--- src/rtl/core_dec_pkg.sv ---
// Shared decode definitions: RV32 base opcodes and immediate-format classification.
package core_dec_pkg;

  localparam logic [6:0] OPC_LOAD     = 7'b0000011;
  localparam logic [6:0] OPC_MISC_MEM = 7'b0001111;
  localparam logic [6:0] OPC_OP_IMM   = 7'b0010011;
  localparam logic [6:0] OPC_AUIPC    = 7'b0010111;
  localparam logic [6:0] OPC_STORE    = 7'b0100011;
  localparam logic [6:0] OPC_OP       = 7'b0110011;
  localparam logic [6:0] OPC_LUI      = 7'b0110111;
  localparam logic [6:0] OPC_BRANCH   = 7'b1100011;
  localparam logic [6:0] OPC_JALR     = 7'b1100111;
  localparam logic [6:0] OPC_JAL      = 7'b1101111;
  localparam logic [6:0] OPC_SYSTEM   = 7'b1110011;

  typedef enum logic [2:0] {
    IMM_R = 3'd0,
    IMM_I = 3'd1,
    IMM_S = 3'd2,
    IMM_B = 3'd3,
    IMM_U = 3'd4,
    IMM_J = 3'd5
  } imm_type_e;

  // Unrecognised opcodes fall back to R so they carry a zero immediate.
  function automatic imm_type_e opc_imm_type(input logic [6:0] opc);
    imm_type_e t;
    case (opc)
      OPC_LOAD, OPC_OP_IMM, OPC_JALR, OPC_SYSTEM, OPC_MISC_MEM: t = IMM_I;
      OPC_STORE:                                                t = IMM_S;
      OPC_BRANCH:                                               t = IMM_B;
      OPC_LUI, OPC_AUIPC:                                       t = IMM_U;
      OPC_JAL:                                                  t = IMM_J;
      default:                                                  t = IMM_R;
    endcase
    return t;
  endfunction

  function automatic logic opc_known(input logic [6:0] opc);
    return opc inside {OPC_LOAD, OPC_MISC_MEM, OPC_OP_IMM, OPC_AUIPC, OPC_STORE, OPC_OP,
                       OPC_LUI, OPC_BRANCH, OPC_JALR, OPC_JAL, OPC_SYSTEM};
  endfunction

endpackage

--- src/rtl/dec_skid_buf.sv ---
// Generic 2-entry valid/ready skid buffer; in_ready_o is registered so the
// downstream ready never reaches the upstream handshake combinationally.
module dec_skid_buf #(
  parameter int unsigned W = 8
) (
  input  logic         clk_i,
  input  logic         rst_ni,
  input  logic         flush_i,
  input  logic         in_valid_i,
  output logic         in_ready_o,
  input  logic [W-1:0] in_data_i,
  output logic         out_valid_o,
  input  logic         out_ready_i,
  output logic [W-1:0] out_data_o
);

  typedef enum logic [1:0] {
    EMPTY = 2'd0,
    ONE   = 2'd1,
    FULL  = 2'd2
  } state_e;

  state_e         state_q;
  logic [W-1:0]   main_q;
  logic [W-1:0]   skid_q;
  logic           ready_q;
  logic           valid_q;
  logic           in_xfer;
  logic           out_xfer;

  assign in_xfer  = in_valid_i & ready_q;
  assign out_xfer = valid_q & out_ready_i;

  always_ff @(posedge clk_i or negedge rst_ni) begin
    if (!rst_ni) begin
      state_q <= EMPTY;
      main_q  <= '0;
      skid_q  <= '0;
      ready_q <= 1'b1;
      valid_q <= 1'b0;
    end else if (flush_i) begin
      state_q <= EMPTY;
      ready_q <= 1'b1;
      valid_q <= 1'b0;
    end else begin
      case (state_q)
        EMPTY: begin
          if (in_xfer) begin
            main_q  <= in_data_i;
            state_q <= ONE;
            valid_q <= 1'b1;
          end
        end
        ONE: begin
          if (in_xfer && out_xfer) begin
            main_q <= in_data_i;
          end else if (in_xfer) begin
            skid_q  <= in_data_i;
            state_q <= FULL;
            ready_q <= 1'b0;
          end else if (out_xfer) begin
            state_q <= EMPTY;
            valid_q <= 1'b0;
          end
        end
        FULL: begin
          if (out_xfer) begin
            main_q  <= skid_q;
            state_q <= ONE;
            ready_q <= 1'b1;
          end
        end
        default: begin
          state_q <= EMPTY;
          ready_q <= 1'b1;
          valid_q <= 1'b0;
        end
      endcase
    end
  end

  assign in_ready_o  = ready_q;
  assign out_valid_o = valid_q;
  assign out_data_o  = main_q;

endmodule

--- src/rtl/immed_gen.sv ---
// Builds every sign-extended RV32 immediate format from one instruction word.
module immed_gen (
  input  logic [31:0] inst_i,
  output logic [31:0] imm_i_o,
  output logic [31:0] imm_s_o,
  output logic [31:0] imm_b_o,
  output logic [31:0] imm_u_o,
  output logic [31:0] imm_j_o
);

  assign imm_i_o = {{20{inst_i[31]}}, inst_i[31:20]};
  assign imm_s_o = {{20{inst_i[31]}}, inst_i[31:25], inst_i[11:7]};
  assign imm_b_o = {{19{inst_i[31]}}, inst_i[31], inst_i[7], inst_i[30:25], inst_i[11:8], 1'b0};
  assign imm_u_o = {inst_i[31:12], 12'b0};
  assign imm_j_o = {{11{inst_i[31]}}, inst_i[31], inst_i[19:12], inst_i[20], inst_i[30:21], 1'b0};

endmodule

--- src/rtl/imm_decode_stage.sv ---
// Decode front end: classifies the opcode, selects the immediate and buffers the
// result through a skid buffer. Define ILLEGAL_CHECK_EN to carry an illegal-opcode flag.
module imm_decode_stage #(
  parameter int unsigned         XLEN     = 32,
  parameter logic [XLEN-1:0]     PC_RESET = '0
) (
  input  logic            clk_i,
  input  logic            rst_ni,
  input  logic            flush_i,
  input  logic            fet_valid_i,
  output logic            fet_ready_o,
  input  logic [31:0]     fet_inst_i,
  input  logic [XLEN-1:0] fet_pc_i,
  output logic            dec_valid_o,
  input  logic            dec_ready_i,
  output logic [31:0]     dec_inst_o,
  output logic [XLEN-1:0] dec_pc_o,
  output logic [XLEN-1:0] dec_imm_o,
  output logic [2:0]      dec_imm_type_o,
  output logic [4:0]      dec_rs1_o,
  output logic [4:0]      dec_rs2_o,
  output logic [4:0]      dec_rd_o,
  output logic            dec_illegal_o
);
  import core_dec_pkg::*;

  if (XLEN != 32) begin : g_xlen_check
    $error("imm_decode_stage supports only XLEN=32");
  end

  logic [6:0]      opc;
  imm_type_e       type_sel;
  logic [31:0]     imm_i, imm_s, imm_b, imm_u, imm_j;
  logic [XLEN-1:0] imm_sel;
  logic [XLEN-1:0] out_pc;
  logic [2:0]      out_type;

  assign opc      = fet_inst_i[6:0];
  assign type_sel = opc_imm_type(opc);

  immed_gen u_immed_gen (
    .inst_i  (fet_inst_i),
    .imm_i_o (imm_i),
    .imm_s_o (imm_s),
    .imm_b_o (imm_b),
    .imm_u_o (imm_u),
    .imm_j_o (imm_j)
  );

  always_comb begin
    imm_sel = '0;
    case (type_sel)
      IMM_I:   imm_sel = imm_i;
      IMM_S:   imm_sel = imm_s;
      IMM_B:   imm_sel = imm_b;
      IMM_U:   imm_sel = imm_u;
      IMM_J:   imm_sel = imm_j;
      default: imm_sel = '0;
    endcase
  end

`ifdef ILLEGAL_CHECK_EN
  localparam int unsigned PAY_W = 1 + 3 + 2 * XLEN + 32;
  logic illegal;
  logic out_illegal;
  assign illegal = !opc_known(opc) || (fet_inst_i[1:0] != 2'b11);
`else
  localparam int unsigned PAY_W = 3 + 2 * XLEN + 32;
`endif

  logic [PAY_W-1:0] in_pay;
  logic [PAY_W-1:0] out_pay;

`ifdef ILLEGAL_CHECK_EN
  assign in_pay = {illegal, type_sel, imm_sel, fet_pc_i, fet_inst_i};
  assign {out_illegal, out_type, dec_imm_o, out_pc, dec_inst_o} = out_pay;
  assign dec_illegal_o = out_illegal;
`else
  assign in_pay = {type_sel, imm_sel, fet_pc_i, fet_inst_i};
  assign {out_type, dec_imm_o, out_pc, dec_inst_o} = out_pay;
  assign dec_illegal_o = 1'b0;
`endif

  dec_skid_buf #(
    .W (PAY_W)
  ) u_skid (
    .clk_i       (clk_i),
    .rst_ni      (rst_ni),
    .flush_i     (flush_i),
    .in_valid_i  (fet_valid_i),
    .in_ready_o  (fet_ready_o),
    .in_data_i   (in_pay),
    .out_valid_o (dec_valid_o),
    .out_ready_i (dec_ready_i),
    .out_data_o  (out_pay)
  );

  assign dec_pc_o       = dec_valid_o ? out_pc : PC_RESET;
  assign dec_imm_type_o = out_type;
  assign dec_rs1_o      = dec_inst_o[19:15];
  assign dec_rs2_o      = dec_inst_o[24:20];
  assign dec_rd_o       = dec_inst_o[11:7];

endmodule

--- config.mk ---
export PLATFORM = sky130hd
export DESIGN_NAME = imm_decode_stage
export DESIGN_NICKNAME = d
export VERILOG_FILES = /design/src/rtl/core_dec_pkg.sv /design/src/rtl/dec_skid_buf.sv /design/src/rtl/immed_gen.sv /design/src/rtl/imm_decode_stage.sv
export SDC_FILE = /design/constraint.sdc
export NUM_CORES = 1
export LEC_CHECK = 0
export ABC_AREA = 1
export ABC_CLOCK_PERIOD_IN_PS = 2390
export CORE_MARGIN = 3
export CORE_UTILIZATION = 40
export CTS_CLUSTER_SIZE = 25
export DETAILED_ROUTE_END_ITERATION = 10
export GPL_TIMING_DRIVEN = 0
export PLACE_DENSITY = 0.64
export REMOVE_ABC_BUFFERS = 1
export SYNTH_ARGS = -nofsm -noshare
export SYNTH_HDL_FRONTEND = slang
export SYNTH_SLANG_ARGS = --single-unit
--- constraint.sdc ---
create_clock -name clk_i -period 2.39 [get_ports clk_i]
set_clock_uncertainty 0.1 [all_clocks]
set_input_delay 0.478 -clock clk_i [delete_from_list [all_inputs] [get_ports clk_i]]
set_output_delay 0.478 -clock clk_i [all_outputs]
set_load 0.005 [all_outputs]
Word level (Yosys, flattened, before mapping)
Index checks and enable logic that the tools add are counted.
{"block": "word_totals", "register_bits": 202, "out_inout_bits": 117, "elab_cells": 73}
{"block": "classes", "eq_ne": 29, "mux": 25, "n_bitwise": 4, "reduce_logical": 10}
{"op": "two-way mux 99 bit", "n": 3}
{"op": "case mux 99 bit (3 select lines)", "n": 1}
{"op": "case mux 32 bit (5 select lines)", "n": 1}
{"op": "two-way mux 32 bit", "n": 1}
{"op": "== test 7 bit (second input constant)", "n": 4}
{"op": "case mux 3 bit (5 select lines)", "n": 1}
{"op": "== test 7 x 5 -> 1 bit (second input constant)", "n": 2}
{"op": "== test 7 x 6 -> 1 bit (second input constant)", "n": 2}
{"op": "two-way mux 2 bit", "n": 6}
{"op": "!= test 3 x 2 -> 1 bit (second input constant)", "n": 4}
{"op": "AND reduction 4 bit", "n": 3}
{"op": "AND reduction 5 bit", "n": 2}
{"op": "two-way mux 1 bit", "n": 9}
{"op": "== test 7 x 2 -> 1 bit (second input constant)", "n": 1}
{"op": "== test 7 x 4 -> 1 bit (second input constant)", "n": 1}
{"op": "== test 3 x 2 -> 1 bit (second input constant)", "n": 2}
{"op": "== test 3 bit (second input constant)", "n": 2}
{"op": "!= test 2 x 1 -> 1 bit (second input constant)", "n": 3}
{"op": "!= test 3 bit (second input constant)", "n": 2}
{"op": "case mux 1 bit (3 select lines)", "n": 2}
{"op": "case mux 2 bit (3 select lines)", "n": 1}
{"op": "OR reduction 5 bit", "n": 1}
{"op": "!= test 2 bit (second input constant)", "n": 2}
{"op": "!= test 4 x 2 -> 1 bit (second input constant)", "n": 1}
{"op": "other kinds (9)", "n": 11}

Logic depth before layout (Yosys ltp)
{"block": "logic_depth", "ltp_word": 7, "ltp_mapped": 18, "mapped_depth_nobuf": 18}

Cells and area by module
A second synthesis with hierarchy kept.
{"block": "hier_totals", "hier_cells": 1702, "hier_area_um2": 12137.9}
{"mod": "dec_skid_buf", "n_inst": 1, "cells_per_inst": 1109, "area_per_inst_um2": 9008.6, "seq_area_each_um2": 5056.1}
{"mod": "imm_decode_stage", "n_inst": 1, "cells_per_inst": 432, "area_per_inst_um2": 1924.3, "seq_area_each_um2": 0.0}
{"mod": "immed_gen", "n_inst": 1, "cells_per_inst": 161, "area_per_inst_um2": 1204.9, "seq_area_each_um2": 0.0}

Least setup slack after synthesis
No wires, ideal clock.
{"block": "synth_path", "path_kind": "input to register", "start": "in fet_inst_i[4]", "end": "reg u_skid.main_q[71] (netlist: u_skid.out_data_o[71])", "arrival_time_ns": 2.028, "required_ns": 2.207, "path_slack_ns": 0.180, "path_stages": 15, "cell_sequence": "inv_1 nand2_1 nor2_1 nand2_1 nand2_1 inv_1 ha_1 nor3_1 nand2_1 nand3_2 inv_1 nand2_1 buf_2 a31oi_1 o21ai_0"}
{"block": "synth_via", "elab_chain_cells": 7, "word_cells_on_any_way": 22}
{"element": "from (decl)", "line": "imm_decode_stage.sv:12", "rtl": "input logic [31:0] fet_inst_i,"}
{"element": "== test 7 x 2 -> 1 bit, or another cell as far along", "line": "core_dec_pkg.sv:28", "rtl": "case (opc)"}
{"element": "OR reduction 5 bit / OR reduction 2 bit (equally long branches)", "line": "core_dec_pkg.sv:28"}
{"element": "case mux 3 bit (5 select lines) *", "line": "core_dec_pkg.sv:28"}
{"element": "== test 3 bit, or another cell as far along", "line": "imm_decode_stage.sv:52", "rtl": "case (type_sel)"}
{"element": "case mux 32 bit (5 select lines) *", "line": "imm_decode_stage.sv:52"}
{"element": "two-way mux 99 bit, on equally long branches", "line": "dec_skid_buf.sv:55, dec_skid_buf.sv:48"}
{"element": "case mux 99 bit (3 select lines) *", "line": "dec_skid_buf.sv:46", "rtl": "case (state_q)"}
{"element": "to (signal assigned)", "line": "dec_skid_buf.sv:49", "rtl": "main_q <= in_data_i;"}
{"element": "to (signal assigned)", "line": "dec_skid_buf.sv:56", "rtl": "main_q <= in_data_i;"}
{"element": "to (signal assigned)", "line": "dec_skid_buf.sv:68", "rtl": "main_q <= skid_q;"}
{"element": "to (decl)", "line": "dec_skid_buf.sv:24", "rtl": "logic [W-1:0] main_q;"}
Every way passes the cells marked *; elsewhere a longest branch is shown, timed or not. The select of a mux whose other input is x is not followed.
A chain may end at the register's enable or synchronous reset.

Worst setup path in the final report
{"block": "layout_path", "start": "reg u_skid.valid_q (netlist: u_skid.out_valid_o)", "end": "out dec_valid_o"}
{"element": "from (decl)", "line": "dec_skid_buf.sv:27", "rtl": "logic valid_q;"}
{"element": "from (signal assigned)", "line": "dec_skid_buf.sv:40", "rtl": "valid_q <= 1'b0;"}
{"element": "from (signal assigned)", "line": "dec_skid_buf.sv:44", "rtl": "valid_q <= 1'b0;"}
{"element": "from (signal assigned)", "line": "dec_skid_buf.sv:51", "rtl": "valid_q <= 1'b1;"}
{"element": "to (decl)", "line": "imm_decode_stage.sv:14", "rtl": "output logic dec_valid_o,"}
No word-level cell between the ends.

==> summary.md <==
| Metric | Value |
|---|---|
| Status | completed |
| Largest area contributor in the netlist | dfrtp_1 |
| Worst slew pin tran | 0.8189 ns |
| Critical path class | flop to output port |
| Post-DP HPWL | 15180 microns |
| Chip Width | 162.4 microns |
| Initial antenna violation count | 0 |
| Max incr delay on CP | 0.50 ns |
| Hold slack | 0.2165 ns |
| Arrival @ worst endpoint | 1.73 ns |
| Clk sinks | 202 |
| Fin. max-slew vios | 0 |
| Die Ht | 162.4 microns |
| Worst R2R End | u_skid.out_valid_o$_DFFE_PN0P_ |
| Critical path cell sequence | buf_12 -> buf_12 -> clkdlybuf4s50_1 |
| Final Setup Violations | 0 |
| DR pass1 iterations | 7 |
| Critical path launch point type | flop |
| Reg2Reg Launch Point | u_skid.state_q[0]$_DFFE_PN0P_ |
| Instance count of the mapped netlist | 1240 |
| Syn_area_per_cell | 7.888 sq um |
| Share of cells above drive strength 1 | 7.905% |
| Yosys cell types | 30 |
| DRC viols | 0 |
| DRT Wirelength | 30200 microns |
| Largest vdd supply drop | 0.0005484 V |
| Final critical-path required period | 2.304 ns |
| Clock transition at the registers of the reported paths | 0.06 ns |
| Pleak | 6.145 nW |
| Largest net degree at the start of global routing | 106 |
| Core Area | 23750 sq um |
| Final GP Congestion | 0.7551 |
| Final period util | 96.42% |
| Port Buf Inserts | 184 |
| Via count | 8489 |
| Cell mode on critical path | buf_12 |
| Predominant post-synthesis flop cell | dfrtp_1 |
| Post-route cell area | 12660 sq um |
| Register area share after synthesis | 51.70% |
| Clock Tree Buf Depth | 3 |
| CTS buffer count | 23 |
| First-pass GRT wire length | 45550 microns |
| Top post-synthesis cells by count | nand2_1, dfrtp_1, nor2_1 |
| #FFs+latches synth | 202 |
| R2R depth | 7 |
| WP data required | 1.81 ns |
| Largest fanout on the critical path | 17 |
| Top-area cell type share of the netlist area | 51.43% |
| Setup TNS | 0 ns |
| Most common cell in the synthesized netlist | nand2_1 |
| Critical Path Start | u_skid.out_valid_o$_DFFE_PN0P_ |
| Initial Util | 41.18% |
| Max Freq | 0.4340 GHz |
| Class of the worst hold path | primary input to flop |
| Gr ovfl total | 0 |
| Crit path capture | dec_valid_o |
| RSZ-0062 raised after global routing | false |
| DRT iter0 DRCs | 638 |
| Root Driver | clkbuf_16 |
| Worst skew pair latency | 0.50 ns |
| TritonCTS clock tree | done |
| Maxcap violations | 0 |
| Area growth from synthesis to layout | 29.41% |
| Crit path max-delay cell type | dfrtp_4 |
| Layout Nets | 1403 |
| Cell Pwr Density | 1135 nW/um^2 |
| Worst R2R Setup Slack | 0.11 ns |
| Final hold violations | 0 |
| EDFF count, synth | 0 |
| Via density | 5.114 |
| Post-layout util | 53.29% |
| Synth Cell Area | 9781 sq um |
| WL per Instance | 18.19 microns |
| Ant diodes | 0 |
| I/O pin count | 186 |
| DIE AREA | 26360 sq um |
| Asr flop ratio synth | 100.0% |
| Rows | 56 |
| Htree depth | 1 |
| Vias in the first global route | 8219 |
| Post-Place Cell Area | 11320 sq um |
| Top cells by area, synth | dfrtp_1, nand2_1, buf_4, a31oi_1, o21ai_0 |
| Overall Global Routing Usage | 21.53% |
| ANT nets after route | 0 |
| Relative slew slack | 45.41% |
| Crit path capture type | output port |
| YS warnings | 0 |
-- kinds of logic after synthesis --
group                      Yosys count  synth area share [%]
adders and majority gates            1                0.1279
buffers and inverters              224                 12.24
other                                1               0.03834
DFF                                202                 51.70
and+or+nand+nor                    607                 24.22
AOI/OAI and AO/OA                  205                 11.68
-- per-layer routing --
metal,global-route usage (%),vias to the layer above,routed length (microns)
li1,-,4071,-
met1,29.65,4064,13380
met2,34.95,299,13830
met3,4.502,55,2337
met4,5.428,0,651
met5,0,-,0
-- power by group --
| part | internal (W) | leakage [nW] | total (W) | switching [W] |
|---|---|---|---|---|
| Clock | 0.00194 | 0.329 | 0.00328 | 0.00135 |
| Combinational | 0.00274 | 3.32 | 0.00544 | 0.00270 |
| Sequential | 0.00483 | 2.50 | 0.00564 | 0.000811 |
| Total | 0.00951 | 6.14 | 0.0144 | 0.00485 |
-- flip-flops by register name, indices dropped and copies added, names as in the netlist --
name,count
u_skid.in_ready_o,1
u_skid.out_data_o,99
u_skid.out_valid_o,1
u_skid.skid_q,99
u_skid.state_q,2
-- worst min-delay path by stage --
stage	from	endpoint	slack, ns	cells after the start
2_1_floorplan	rst_ni	u_skid.out_data_o[0]$_DFFE_PN0P_	0.08	0
3_3_place_gp	u_skid.skid_q[83]$_DFFE_PN0P_	u_skid.skid_q[83]$_DFFE_PN0P_	0.36	2
3_5_place_dp	u_skid.skid_q[80]$_DFFE_PN0P_	u_skid.skid_q[80]$_DFFE_PN0P_	0.36	2
4_1_cts	fet_inst_i[1]	u_skid.skid_q[1]$_DFFE_PN0P_	0.29	3
5_1_grt	fet_inst_i[6]	u_skid.out_data_o[6]$_DFFE_PN0P_	0.23	3
6_report	fet_inst_i[2]	u_skid.out_data_o[2]$_DFFE_PN0P_	0.22	3
-- metrics by stage --
step	setup slack [ns]	std cells	total power (W)
after floorplan	-4.894	1080	0.007827
after global placement	-10.67	1583	0.01050
after detailed placement	-1.335	1592	0.01064
after CTS	-0.009558	1648	0.01427
after global routing	0.002615	1660	0.01540
final	0.08567	1660	0.01436
-- area by class of cell --
cell class / count / area, sq um
Clock buffer: 31 / 635.6
Inverter: 64 / 304.0
Multi-Input combinational cell: 820 / 3732
Sequential cell: 202 / 5060
Tap cell: 319 / 399.1
Timing Repair Buffer: 222 / 2491
Fill cell: 2261 / 11100
Clock inverter: 2 / 35.03
-- placed cells by master (no fill, tap or decap), drive strengths merged --
cell type,n
nand2,472
dfrtp,201
clkdlybuf4s50,150
nor2,98
o21ai,95
a31oi,82
inv,61
nand3,36
clkbuf,34
buf,34
dlygate4sd2,29
a21oi,21
dlymetal6s2s,4
o22ai,4
nor3,4
or2,3
clkinv,3
clkinvlp,1
a22o,1
a211oi,1
a21o,1
ha,1
conb,1
bufinv,1
bufbuf,1
dlygate4sd3,1
dfstp,1
-- repair_timing --
action,4_1_cts,5_1_grt
buffers inserted,15,5
hold buffers,1,0
pin swaps,8,8
setup endpoints to repair,233,146
endpoints found under the hold margin,98,0
resized for setup,68,14
gates cloned,7,7
-- worst max-delay path: cells and delay by family, from the launching register on --
kind | cells | cell delay (ns)
buf+inv | 3 | 0.72
flops | 1 | 0.50
No activity file was read; power rests on OpenSTA's default activity.
